==> config.mk <==
export PLATFORM = sky130hd
export DESIGN_NAME = deser_channel_arbiter
export DESIGN_NICKNAME = d
export VERILOG_FILES = /design/src/rtl/deser_channel_arbiter_pkg.sv /design/src/rtl/deser_channel_arbiter_rr_picker.sv /design/src/rtl/deser_channel_arbiter.sv
export SDC_FILE = /design/constraint.sdc
export NUM_CORES = 1
export LEC_CHECK = 0
export ABC_AREA = 1
export BUFFER_PORTS_ARGS = -buffer_cell sky130_fd_sc_hd__buf_2
export CORE_MARGIN = 5
export CORE_UTILIZATION = 25
export DETAILED_ROUTE_END_ITERATION = 8
export GPL_TIMING_DRIVEN = 0
export MAX_ROUTING_LAYER = met4
export SETUP_SLACK_MARGIN = 0.1
export SLEW_MARGIN = 30
export SYNTH_ARGS = -nofsm -noshare
export SYNTH_HDL_FRONTEND = slang
export SYNTH_SLANG_ARGS = --single-unit
==> constraint.sdc <==
create_clock -name i_clk -period 2.9 [get_ports i_clk]
set_input_delay 0.145 -clock i_clk [delete_from_list [all_inputs] [get_ports i_clk]]
set_output_delay 0.145 -clock i_clk [all_outputs]
set_load 0.005 [all_outputs]
==> src/rtl/deser_channel_arbiter_pkg.sv <==
// Shared definitions for the deserializer channel arbiter: word length and arbiter states.
package deser_channel_arbiter_pkg;

  localparam int unsigned FIR_WORD_LEN = 24;

  typedef enum logic [1:0] {
    ST_IDLE  = 2'd0,
    ST_GRANT = 2'd1,
    ST_DRAIN = 2'd2,
    ST_ABORT = 2'd3
  } arb_state_e;

endpackage

==> src/rtl/deser_channel_arbiter_rr_picker.sv <==
// Combinational round-robin picker: first requester at or after ptr, wrapping.
module deser_channel_arbiter_rr_picker
  import deser_channel_arbiter_pkg::*;
#(
  parameter int unsigned NUM_CH = 4
) (
  input  logic [NUM_CH-1:0]         i_req,
  input  logic [$clog2(NUM_CH)-1:0] i_ptr,
  output logic [NUM_CH-1:0]         o_grant,
  output logic [$clog2(NUM_CH)-1:0] o_idx,
  output logic                      o_any
);

  localparam int unsigned TAG_W = $clog2(NUM_CH);

  logic             found;
  logic [TAG_W-1:0] cand;

  always_comb begin
    o_grant = '0;
    o_idx   = '0;
    found   = 1'b0;
    cand    = '0;
    for (int unsigned i = 0; i < NUM_CH; i++) begin
      cand = TAG_W'((32'(i_ptr) + i) % NUM_CH);
      if (!found && i_req[cand]) begin
        found         = 1'b1;
        o_grant[cand] = 1'b1;
        o_idx         = cand;
      end
    end
  end

  assign o_any = |i_req;

endmodule

==> src/rtl/deser_channel_arbiter.sv <==
// Shares one serial deserializer between NUM_CH sources: round-robin per word,
// holds grant until the FIR consumes the word, aborts stalled streams.
module deser_channel_arbiter
  import deser_channel_arbiter_pkg::*;
#(
  parameter int unsigned NUM_CH  = 4,
  parameter int unsigned LENGTH  = FIR_WORD_LEN,
  parameter int unsigned TIMEOUT = 64
) (
  input  logic                      i_clk,
  input  logic                      i_rst,
  input  logic                      i_en,
  input  logic [NUM_CH-1:0]         iv_req,
  input  logic [NUM_CH-1:0]         iv_din,
  input  logic [NUM_CH-1:0]         iv_din_valid,
  output logic [NUM_CH-1:0]         ov_ready,
  output logic                      o_des_din,
  output logic                      o_des_din_valid,
  input  logic                      i_des_ready,
  input  logic                      i_des_dout_valid,
  input  logic                      i_fir_ready,
  output logic                      o_des_rst,
  output logic [NUM_CH-1:0]         ov_grant,
  output logic [$clog2(NUM_CH)-1:0] ov_tag,
  output logic                      o_word_done,
  output logic                      o_abort,
  output logic                      o_busy
);

  localparam int unsigned TAG_W = $clog2(NUM_CH);
  localparam int unsigned BIT_W = $clog2(LENGTH + 1);
  localparam int unsigned TMO_W = $clog2(TIMEOUT + 1);

  arb_state_e        st_q, st_d;
  logic [NUM_CH-1:0] grant_q, grant_d;
  logic [TAG_W-1:0]  tag_q, tag_d;
  logic [TAG_W-1:0]  ptr_q, ptr_d;
  logic [BIT_W-1:0]  bit_cnt_q, bit_cnt_d;
  logic [TMO_W-1:0]  tmo_cnt_q, tmo_cnt_d;
  logic              done_q, done_d;
  logic              abort_q, abort_d;

  logic [NUM_CH-1:0] pick_grant;
  logic [TAG_W-1:0]  pick_idx;
  logic              pick_any;
  logic              streaming;
  logic              beat;
  logic [BIT_W-1:0]  bit_inc;
  logic [TMO_W-1:0]  tmo_inc;
  logic [TAG_W-1:0]  tag_nxt;

  deser_channel_arbiter_rr_picker #(
    .NUM_CH (NUM_CH)
  ) u_picker (
    .i_req   (iv_req),
    .i_ptr   (ptr_q),
    .o_grant (pick_grant),
    .o_idx   (pick_idx),
    .o_any   (pick_any)
  );

  // Data mux follows the registered grant; bits only flow while streaming and enabled.
  assign streaming       = i_en & (st_q == ST_GRANT);
  assign o_des_din       = iv_din[tag_q];
  assign o_des_din_valid = iv_din_valid[tag_q] & streaming;
  assign ov_ready        = grant_q & {NUM_CH{i_des_ready & streaming}};
  assign beat            = o_des_din_valid & i_des_ready;

  assign bit_inc = (bit_cnt_q == BIT_W'(LENGTH))  ? bit_cnt_q : bit_cnt_q + BIT_W'(1);
  assign tmo_inc = (tmo_cnt_q == TMO_W'(TIMEOUT)) ? tmo_cnt_q : tmo_cnt_q + TMO_W'(1);
  assign tag_nxt = (tag_q == TAG_W'(NUM_CH - 1))  ? '0 : tag_q + TAG_W'(1);

  always_ff @(posedge i_clk or posedge i_rst) begin
    if (i_rst) begin
      st_q      <= ST_IDLE;
      grant_q   <= '0;
      tag_q     <= '0;
      ptr_q     <= '0;
      bit_cnt_q <= '0;
      tmo_cnt_q <= '0;
      done_q    <= 1'b0;
      abort_q   <= 1'b0;
    end else begin
      st_q      <= st_d;
      grant_q   <= grant_d;
      tag_q     <= tag_d;
      ptr_q     <= ptr_d;
      bit_cnt_q <= bit_cnt_d;
      tmo_cnt_q <= tmo_cnt_d;
      done_q    <= done_d;
      abort_q   <= abort_d;
    end
  end

  always_comb begin
    st_d      = st_q;
    grant_d   = grant_q;
    tag_d     = tag_q;
    ptr_d     = ptr_q;
    bit_cnt_d = bit_cnt_q;
    tmo_cnt_d = tmo_cnt_q;
    done_d    = 1'b0;
    abort_d   = 1'b0;
    if (i_en) begin
      case (st_q)
        ST_IDLE: begin
          if (pick_any) begin
            st_d      = ST_GRANT;
            grant_d   = pick_grant;
            tag_d     = pick_idx;
            bit_cnt_d = '0;
            tmo_cnt_d = '0;
          end
        end
        ST_GRANT: begin
          // A beat clears the idle count, so it wins over a same-cycle timeout.
          if (beat) begin
            bit_cnt_d = bit_inc;
            tmo_cnt_d = '0;
            if (bit_inc == BIT_W'(LENGTH)) st_d = ST_DRAIN;
          end else begin
            tmo_cnt_d = tmo_inc;
            if (tmo_inc == TMO_W'(TIMEOUT)) begin
              st_d    = ST_ABORT;
              abort_d = 1'b1;
            end
          end
        end
        ST_DRAIN: begin
          if (i_des_dout_valid & i_fir_ready) begin
            st_d      = ST_IDLE;
            done_d    = 1'b1;
            ptr_d     = tag_nxt;
            grant_d   = '0;
            bit_cnt_d = '0;
          end
        end
        ST_ABORT: begin
          st_d      = ST_IDLE;
          ptr_d     = tag_nxt;
          grant_d   = '0;
          bit_cnt_d = '0;
          tmo_cnt_d = '0;
        end
        default: st_d = ST_IDLE;
      endcase
    end
  end

  assign ov_grant    = grant_q;
  assign ov_tag      = tag_q;
  assign o_word_done = done_q;
  assign o_abort     = abort_q;
  assign o_des_rst   = abort_q;
  assign o_busy      = (st_q != ST_IDLE);

endmodule
-- After elaboration in Yosys (flattened, before gate mapping)
Index checks and enable logic that the tools add are counted.
- flip-flop bits (word level): 24
- input port bits: 18
- output and inout port bits: 16
- word-level logic and storage cells: 126
- $add $sub $neg: 6
- $lt $le $gt $ge: 9
- eq/ne operators: 13
- multiplexer cells: 59
- bitwise operators: 9
- reductions and logical operators: 22
- operator list (cell ; number):
    4-bit two-way mux ; 6
    2-bit two-way mux ; 11
    7-bit two-way mux ; 3
    7-bit one-hot mux with 3 select lines ; 1
    1-bit two-way mux ; 20
    5-bit two-way mux ; 4
    5-bit one-hot mux with 4 select lines ; 1
    2-bit by 3-bit < comparator with 1-bit output (second input constant) ; 5
    7-bit == test (second input constant) ; 2
    1-bit binary-select mux with 2-bit select ; 6
    4-bit OR ; 3
    4-bit one-hot mux with 3 select lines ; 1
    5-bit == test (second input constant) ; 2
    3-bit AND reduction ; 3
    1-bit demux with 2-bit select ; 4
    2-bit by 1-bit greater-or-equal comparator with 1-bit output (second input constant) ; 4
    2-bit one-hot mux with 4 select lines ; 1
    4-bit AND reduction ; 2
    7-bit by 1-bit adder with 7-bit output (second input constant) ; 1
    1-bit logical AND ; 7
    2-bit == test (second input constant) ; 3
    2-bit != test (second input constant) ; 3
    3-bit by 2-bit != test with 1-bit output (second input constant) ; 2
    3-bit nonzero test ; 2
    other kinds (12) ; 21

-- Logic depth before layout (Yosys ltp)
Gate-level depths: netlist (run 1).
- depth after elaboration: 14
- depth in mapped cells: 13
- depth with buffers taken out: 13

-- Modules after synthesis
Synthesis (run 1) repeated with hierarchy kept, for this count alone.
- cell total of the unflattened synthesis: 286
- area total of the unflattened synthesis: 2021.9 sq um
- by module, submodules not included (module ; times used ; cells each ; area each (sq um) ; sequential area each (sq um)):
    deser_channel_arbiter ; 1 ; 203 ; 1487.7 ; 600.6
    deser_channel_arbiter_rr_picker ; 1 ; 83 ; 534.3 ; 0.0

-- Worst setup path before layout (run 1)
OpenSTA, ideal clock, no wires.
- path kind: reg-to-reg
- start: register ptr_q[0]
- end: register tag_q[0], in the netlist ov_tag[0]
- library setup time: 76 ps
- arrival: 1686 ps
- data required time: 2824 ps
- setup slack: 1137 ps
- stages on the path, launching flop included: 10
- buffers on the path: 1
- clock period less this slack: 1763 ps
- cells stage by stage: dfrtp_1 > buf_6 > inv_1 > ha_1 > inv_1 > o21ai_0 > nand3_1 > nand2_1 > nand2_1 > o21ai_1
- longest elaborated chain between the ends: 12
- elaborated cells between the ends (all ways): 24
- classes of those cells: add/sub (3); mux (15); reduce/logical (6)
- ends and longest elaborated chain (element ; RTL line ; source):
    start: declaration ; deser_channel_arbiter.sv:37 ; logic [TAG_W-1:0] ptr_q, ptr_d;
    start signal: assignment ; deser_channel_arbiter.sv:87 ; ptr_q <= ptr_d;
    branches (longest 11 deep; another with 2-bit by 1-bit adder with 2-bit output) ; -- ;
    2-bit two-way mux (*) ; deser_channel_arbiter_rr_picker.sv:26 ; if (!found && i_req[cand]) begin
    end signal: assignment ; deser_channel_arbiter.sv:86 ; tag_q <= tag_d;
    end: declaration ; deser_channel_arbiter.sv:36 ; logic [TAG_W-1:0] tag_q, tag_d;
Every way passes the cells marked *. The select of a mux whose other input is x is not followed.
A chain may end at the register's enable or synchronous reset.

-- Worst setup path in the final report (run 1)
Same ends and word-level chain as after synthesis.

==> results of run 1 <==
-- cells by family after synthesis --
family / Yosys count
buffers and inverters: 38
XOR/XNOR: 2
AND/OR/NAND/NOR: 156
adder cells (fa/ha/maj): 11
multiplexers: 1
flip-flops: 24
AO/OA/AOI/OAI: 39
-- state kept, by name (all words and copies together) (netlist names) --
name	flops
st_q	2
o_word_done	1
bit_cnt_q	5
ov_grant	4
ov_tag	2
ptr_q	2
tmo_cnt_q	7
o_abort	1
-- area by class of cell --
class,instances,area [µm²],area share (%)
Sequential cell,24,601,27.0
Clock buffer,4,55.1,2.48
Inverter,36,135,6.08
Tap cell,99,124,5.57
Timing Repair Buffer,34,175,7.88
Multi-Input combinational cell,209,1110,50.1
Buffer,2,18.8,0.845
-- report_power, final --
group | internal [W] | total (W) | switching (W)
clock network | 0.000122 | 0.000236 | 0.000114
logic | 0.000373 | 0.00105 | 0.000679
registers | 0.000417 | 0.000533 | 0.000116
-- routing by layer --
metal / share of wire [%] / GRT usage [%]
met4: 1.8 / 4.67
met2: 49 / 17.8
met1: 45 / 12.7
met5: 0 / -
met3: 3.4 / 1.78
-- timing repair --
action,CTS,global route
hold buffers,0,1
buffers inserted,0,0
hold endpoints to repair,0,24
-- layout by cell type, fill, tap and decap left out --
cell type	n
sky130_fd_sc_hd__a21oi_1	2
sky130_fd_sc_hd__a21boi_0	4
sky130_fd_sc_hd__o21ai_0	18
sky130_fd_sc_hd__nor3_1	2
sky130_fd_sc_hd__clkbuf_8	4
sky130_fd_sc_hd__dlygate4sd3_1	1
sky130_fd_sc_hd__dfrtp_1	24
sky130_fd_sc_hd__o211ai_4	1
sky130_fd_sc_hd__nor2_8	1
sky130_fd_sc_hd__inv_1	32
sky130_fd_sc_hd__o22ai_1	5
sky130_fd_sc_hd__nor2_1	35
sky130_fd_sc_hd__buf_4	1
sky130_fd_sc_hd__inv_2	4
sky130_fd_sc_hd__nor2_4	3
sky130_fd_sc_hd__buf_6	1
sky130_fd_sc_hd__o21ai_1	8
sky130_fd_sc_hd__xor2_1	2
sky130_fd_sc_hd__buf_2	33
sky130_fd_sc_hd__nand2_4	1
sky130_fd_sc_hd__ha_1	11
sky130_fd_sc_hd__o31ai_1	1
sky130_fd_sc_hd__nand2_2	3
sky130_fd_sc_hd__nand4_1	7
sky130_fd_sc_hd__nand2_1	75
sky130_fd_sc_hd__or2_2	1
sky130_fd_sc_hd__nand3_1	23
sky130_fd_sc_hd__nand3_4	1
sky130_fd_sc_hd__nor2_2	3
sky130_fd_sc_hd__mux2i_2	1
sky130_fd_sc_hd__nor4_1	1
-- metrics by stage --
stage	instances	power, W
6_report	408	0.00182
5_1_grt	408	0.00202
4_1_cts	407	0.00184
3_5_place_dp	403	0.00159
3_3_place_gp	403	0.00157
2_1_floorplan	271	0.00132
-- final timing paths --
path / slack (ns) / cells after the start / endpoint
worst max register to register: 0.73 / 9 / ov_tag[0]$_DFFE_PP0P_
worst min-delay path: 0.13 / 3 / o_word_done$_DFF_PP0_
worst min register to register: 0.52 / 2 / ov_grant[1]$_DFFE_PP0P_
worst max-delay path: 0.73 / 9 / ov_tag[0]$_DFFE_PP0P_
min in group asynchronous: 0.44 / 3 / o_abort$_DFF_PP0_
max in group asynchronous: 2.11 / 3 / bit_cnt_q[1]$_DFFE_PP0P_
-- critical path: stages, from the launching register on --
cell and delay [ns]:
sky130_fd_sc_hd__dfrtp_1 0.51, sky130_fd_sc_hd__buf_6 0.18, sky130_fd_sc_hd__inv_1 0.09, sky130_fd_sc_hd__ha_1 0.36
sky130_fd_sc_hd__inv_1 0.08, sky130_fd_sc_hd__o21ai_0 0.50, sky130_fd_sc_hd__nand3_1 0.15, sky130_fd_sc_hd__nand2_1 0.08
sky130_fd_sc_hd__nand2_1 0.04, sky130_fd_sc_hd__o21ai_1 0.11
==> flow_summary.toml, run 1 <==
[synth]
yosys.area_share.simple_pct = 38.2
synth_edf_count = 0
synth.net_count = 300
synth-compound-area-share_pct = 12.3
synthXorXnorAreaFrac_pct = 0.938
synth_top_family_by_area = "simple AND/OR/NAND/NOR gates"
seq_total_area_yosys_pct = 32.2
synth_mux_area_share_pct = 0.737
synthDominantCellAreaShare_pct = 32.2
yosys_register_bits = 24
synthesis.yosys.warnings = 0
most_numerous_cell_types_in_the_synthesized_netlist = "75 x sky130_fd_sc_hd__nand2_1, 35 x sky130_fd_sc_hd__nor2_1, 33 x sky130_fd_sc_hd__inv_1, 24 x sky130_fd_sc_hd__dfrtp_1, 23 x sky130_fd_sc_hd__nand3_1"
yosys.cell_count.top_type = "sky130_fd_sc_hd__nand2_1"
yosysTopAreaCell = "sky130_fd_sc_hd__dfrtp_1"
postSynthCellCount = 271
synthArstFlopShare_pct = 100
synth_ff_type = "sky130_fd_sc_hd__dfrtp_1"
synthTopCellsByArea = "sky130_fd_sc_hd__dfrtp_1 32%, sky130_fd_sc_hd__nand2_1 15%, sky130_fd_sc_hd__ha_1 7.4%"
yosysUniqueCellTypes = 28
synthAdderAreaFrac_pct = 7.37
post_synth_instance_area_um2 = 1870
synth.avg_cell_area_um2 = 6.89

[clock_network]
htree_levels = 1
tritoncts = "built"
postCtsResizedCells = 0
root_buffer = "sky130_fd_sc_hd__clkbuf_8"
clock-sinks = 24
maximum_buffer_depth_of_the_clock_tree = 2
register_clock_pin_slew_on_the_reported_worst_setup_and_hold_paths_ns = 0.09
clk_latency_ns = 0.27
clock_buffers_created_by_tritoncts = 3

[floorplan]
io_pins = 34
core_area_um2 = 7250
rows = 31
die_width_um = 96.4
fp.dieArea_um2 = 9300
initial_core_util_pct = 25.8
floorplan.die.height_um = 96.4

[power_and_ir_drop]
irDropWorstVdd_mv = 0.484
power_density_nw_per_um2 = 820
leakage_nw = 1.14

[final_layout]
utilization_pct = 30.6
area.growth.synth_to_final_pct = 19.0
final.fill_count = 794
drive_above_1_share_pct = 18.8
diodes = 0
post-route-cell-area_um2 = 2220
finalNetCount = 339

[worst_setup_path]
worst_ep_arrival_time_ns = 2.38
cp_max_fo = 10
r2r-start = "ptr_q[0]$_DFFE_PP0P_"
timing.critical_path.to_type = "flop"
critical_path.startpoint_type = "flop"
crit_type = "flop to flop"
crit_required_ns = 3.11
timing.critical_path.from = "ptr_q[0]$_DFFE_PP0P_"

[drt]
wire_per_inst_um = 10.9
detail-route-antenna-nets = 0
vias = 1840
first_pass_drt_iterations = 5
number_of_drc_violations_after_detailed_routing_iteration_0 = 71
wl_um = 4440
drc_errors = 0
drt-vias-per-instance = 4.51

[timing]
max_clock_freq_mhz = 460
timing_hold_violations_final = 0
fin_setup_tns_ns = 0
maxSlewHeadroom_pct = 60.1
rsz0062_at_grt = "false"
tightest_slew_ns = 0.593
fin_ws_ns = 0.725
finalCriticalPeriod_ns = 2.17
final.setup_skew_ns = 0.00197
setup-violations-final = 0
drv_slew = 0
timing.final.crit_share_pct = 75.0
hold_ws_ns = 0.131

[hold_path]
hold_path_class = "input pin to flop"
holdCritStartpoint = "i_fir_ready"

[placement]
dp_slack_ns = 0.794
place.gp.congestion = 0.827
io_buffers = 33
dp.final_hpwl_um = 3510
dpl_cell_area_um2 = 2160

[global_route]
vias_in_the_first_global_route = 1716
grt_pass1_wl_um = 7670
grt_max_degree = 25
gr_ovfl_total = 0
antenna_violations_before_repair = 0
grt_util_all_layers_pct = 10.7

[job]
max_cap_viol_count = 0

[outcome]
outcome = "completed"
(Power assumes the default switching activity.)
==> inputs of run 2 (changes only) <==
==> constraint.sdc (replaced) <==
create_clock -name i_clk -period 1.9 [get_ports i_clk]
set_input_delay 0.095 -clock i_clk [delete_from_list [all_inputs] [get_ports i_clk]]
set_output_delay 0.095 -clock i_clk [all_outputs]
set_load 0.005 [all_outputs]
==> flow_summary.toml, run 2 (synthesis results as in run 1) <==
[worst_setup_path]
slowest_delay_ns = 0.42
cp_max_fo = 5
reg2reg_depth = 10
critical_path.startpoint_type = "flop"
crit_required_ns = 2.11
critPathMostFrequentCell = "sky130_fd_sc_hd__nand2_1"
worst_ep_arrival_time_ns = 1.91
timing.critical_path.to_type = "flop"
crit_type = "flop to flop"
crit_path_top_delay_cell = "sky130_fd_sc_hd__dfrtp_2"
rrSetupSlack_ns = 0.20
r2r_end = "ov_tag[0]$_DFFE_PP0P_"
crit_chain = "buf_8 -> inv_6 -> ha_4 -> inv_4 -> buf_4 -> o21ai_2 -> nand3_1 -> nand2_1 -> nand2_1 -> o21ai_1"
r2r-start = "ptr_q[0]$_DFFE_PP0P_"

[hold_path]
holdCritStartpoint = "i_fir_ready"
hold_path_class = "input pin to flop"
hold_depth = 3
hold_ep = "o_word_done$_DFF_PP0_"

[placement]
dp.final_hpwl_um = 3510
dp_slack_ns = -0.206
io_buffers = 33
place.gp.congestion = 0.827

[timing]
rsz0062_at_grt = "true"
drv_slew = 0
timing_hold_violations_final = 0
fin_setup_tns_ns = 0
final.setup_skew_ns = 0.00202
setup-violations-final = 0
max_clock_freq_mhz = 588
timing.final.crit_share_pct = 89.5
tightest_slew_ns = 0.517
finalCriticalPeriod_ns = 1.70
maxSlewHeadroom_pct = 65.5
fin_ws_ns = 0.200

[final_layout]
utilization_pct = 33.2
mostFrequentLayoutCell = "sky130_fd_sc_hd__nand2_1"
diodes = 0
finalNetCount = 349
drive_above_1_share_pct = 28.2
area.growth.synth_to_final_pct = 29.1
final_cell_mix = "69 x sky130_fd_sc_hd__nand2_1, 35 x sky130_fd_sc_hd__nor2_1, 33 x sky130_fd_sc_hd__buf_2, 26 x sky130_fd_sc_hd__inv_1"
largest-register = "tmo_cnt_q"
number_of_flip_flops_in_the_largest_register = 7

[clock_network]
tritoncts = "built"
root_buffer = "sky130_fd_sc_hd__clkbuf_8"
htree_levels = 1
clk_latency_ns = 0.28
clock_buffers_created_by_tritoncts = 3
register_clock_pin_slew_on_the_reported_worst_setup_and_hold_paths_ns = 0.09
clock-sinks = 24
maximum_buffer_depth_of_the_clock_tree = 2

[floorplan]
initial_core_util_pct = 25.8
core_area_um2 = 7250
die_width_um = 96.4
fp.dieArea_um2 = 9300
io_pins = 34
rows = 31
floorplan.die.height_um = 96.4

[global_route]
antenna_violations_before_repair = 0
gr_ovfl_total = 0
grt_pass1_wl_um = 7740
grt_max_degree = 25
vias_in_the_first_global_route = 1727
grt_util_all_layers_pct = 10.8

[power_and_ir_drop]
power_density_nw_per_um2 = 1330
power.total_w = 0.00320
leakage_nw = 1.20
irDropWorstVdd_mv = 0.896

[outcome]
outcome = "completed"

[drt]
first_pass_drt_iterations = 4
vias = 1899
wl_um = 4690
drc_errors = 0
wire_per_inst_um = 11.2
detail-route-antenna-nets = 0
number_of_drc_violations_after_detailed_routing_iteration_0 = 56
drt-vias-per-instance = 4.54

[job]
max_cap_viol_count = 0
==> run 2: changes by cell type in the layout (fill, tap and decap cells not counted), moves of 3 or more <==
cell	change
sky130_fd_sc_hd__buf_4	+9
sky130_fd_sc_hd__nand2_2	+6
sky130_fd_sc_hd__nand2_1	-6
sky130_fd_sc_hd__o21ai_0	-4
sky130_fd_sc_hd__inv_2	+3
sky130_fd_sc_hd__inv_1	-6
sky130_fd_sc_hd__o21ai_2	+3
==> run 2: what timing repair did <==
action                                 in CTS  in global routing
gates cloned                                0                  1
setup buffers                               1                  8
endpoints found under the hold margin       0                 24
setup endpoints to repair                   6                  8
pin swaps                                   1                 14
hold buffers                                0                  1
gates resized for setup                     8                 27
==> run 2: cell type report <==
| cell class | count | area (µm²) |
|---|---|---|
| sequential | 24 | 603 |
| tap | 99 | 124 |
| buffer | 2 | 22.5 |
| clock buffer | 4 | 55.1 |
| timing repair buffer | 44 | 268 |
| fill | 787 | 4840 |
| inverter | 36 | 145 |
| multi-input combinational | 209 | 1190 |
==> run 2: stage by stage <==
step	cell area, µm²	hold WS (ns)	cells
after floorplan	1870	0.110	271
after global placement	2160	0.359	403
after detailed placement	2160	0.366	403
after CTS	2240	0.0581	408
after global routing	2410	0.0779	418
final	2410	0.0788	418
==> run 2: layer usage <==
metal	up-vias	track usage [%]	share of wire (%)
met1	893	13.0	45
li1	976	-	-
met2	23	17.8	50
met4	0	4.67	1.8
met5	-	-	0
met3	7	1.78	2.9
==> run 2: worst max path at each step <==
stage	start	end	slack, ns	depth (start not counted)
floorplan	ptr_q[0]$_DFFE_PP0P_	ov_tag[0]$_DFFE_PP0P_	0.14	9
global placement	ptr_q[0]$_DFFE_PP0P_	ov_tag[0]$_DFFE_PP0P_	-0.20	9
detailed placement	ptr_q[0]$_DFFE_PP0P_	ov_tag[0]$_DFFE_PP0P_	-0.21	9
CTS	ptr_q[0]$_DFFE_PP0P_	ov_grant[0]$_DFFE_PP0P_	0.17	12
global route	ptr_q[0]$_DFFE_PP0P_	ov_tag[1]$_DFFE_PP0P_	0.08	10
finish	ptr_q[0]$_DFFE_PP0P_	ov_tag[0]$_DFFE_PP0P_	0.20	10
==> run 2: worst max-delay path: cells and delay by family, from the launching register on <==
kind                     cells  cell delay, ns
flip-flops                   1            0.42
buffers and inverters        4            0.33
adder cells (fa/ha/maj)      1            0.30
AND/OR/NAND/NOR              3            0.22
AO/OA/AOI/OAI                2            0.34
==> run 2: where the power goes <==
part | switching (W) | total (W) | internal [W]
Clock | 0.000177 | 0.000363 | 0.000186
Combinational | 0.00121 | 0.00202 | 0.000812
Sequential | 0.000178 | 0.000818 | 0.000640
Total | 0.00156 | 0.00320 | 0.00164
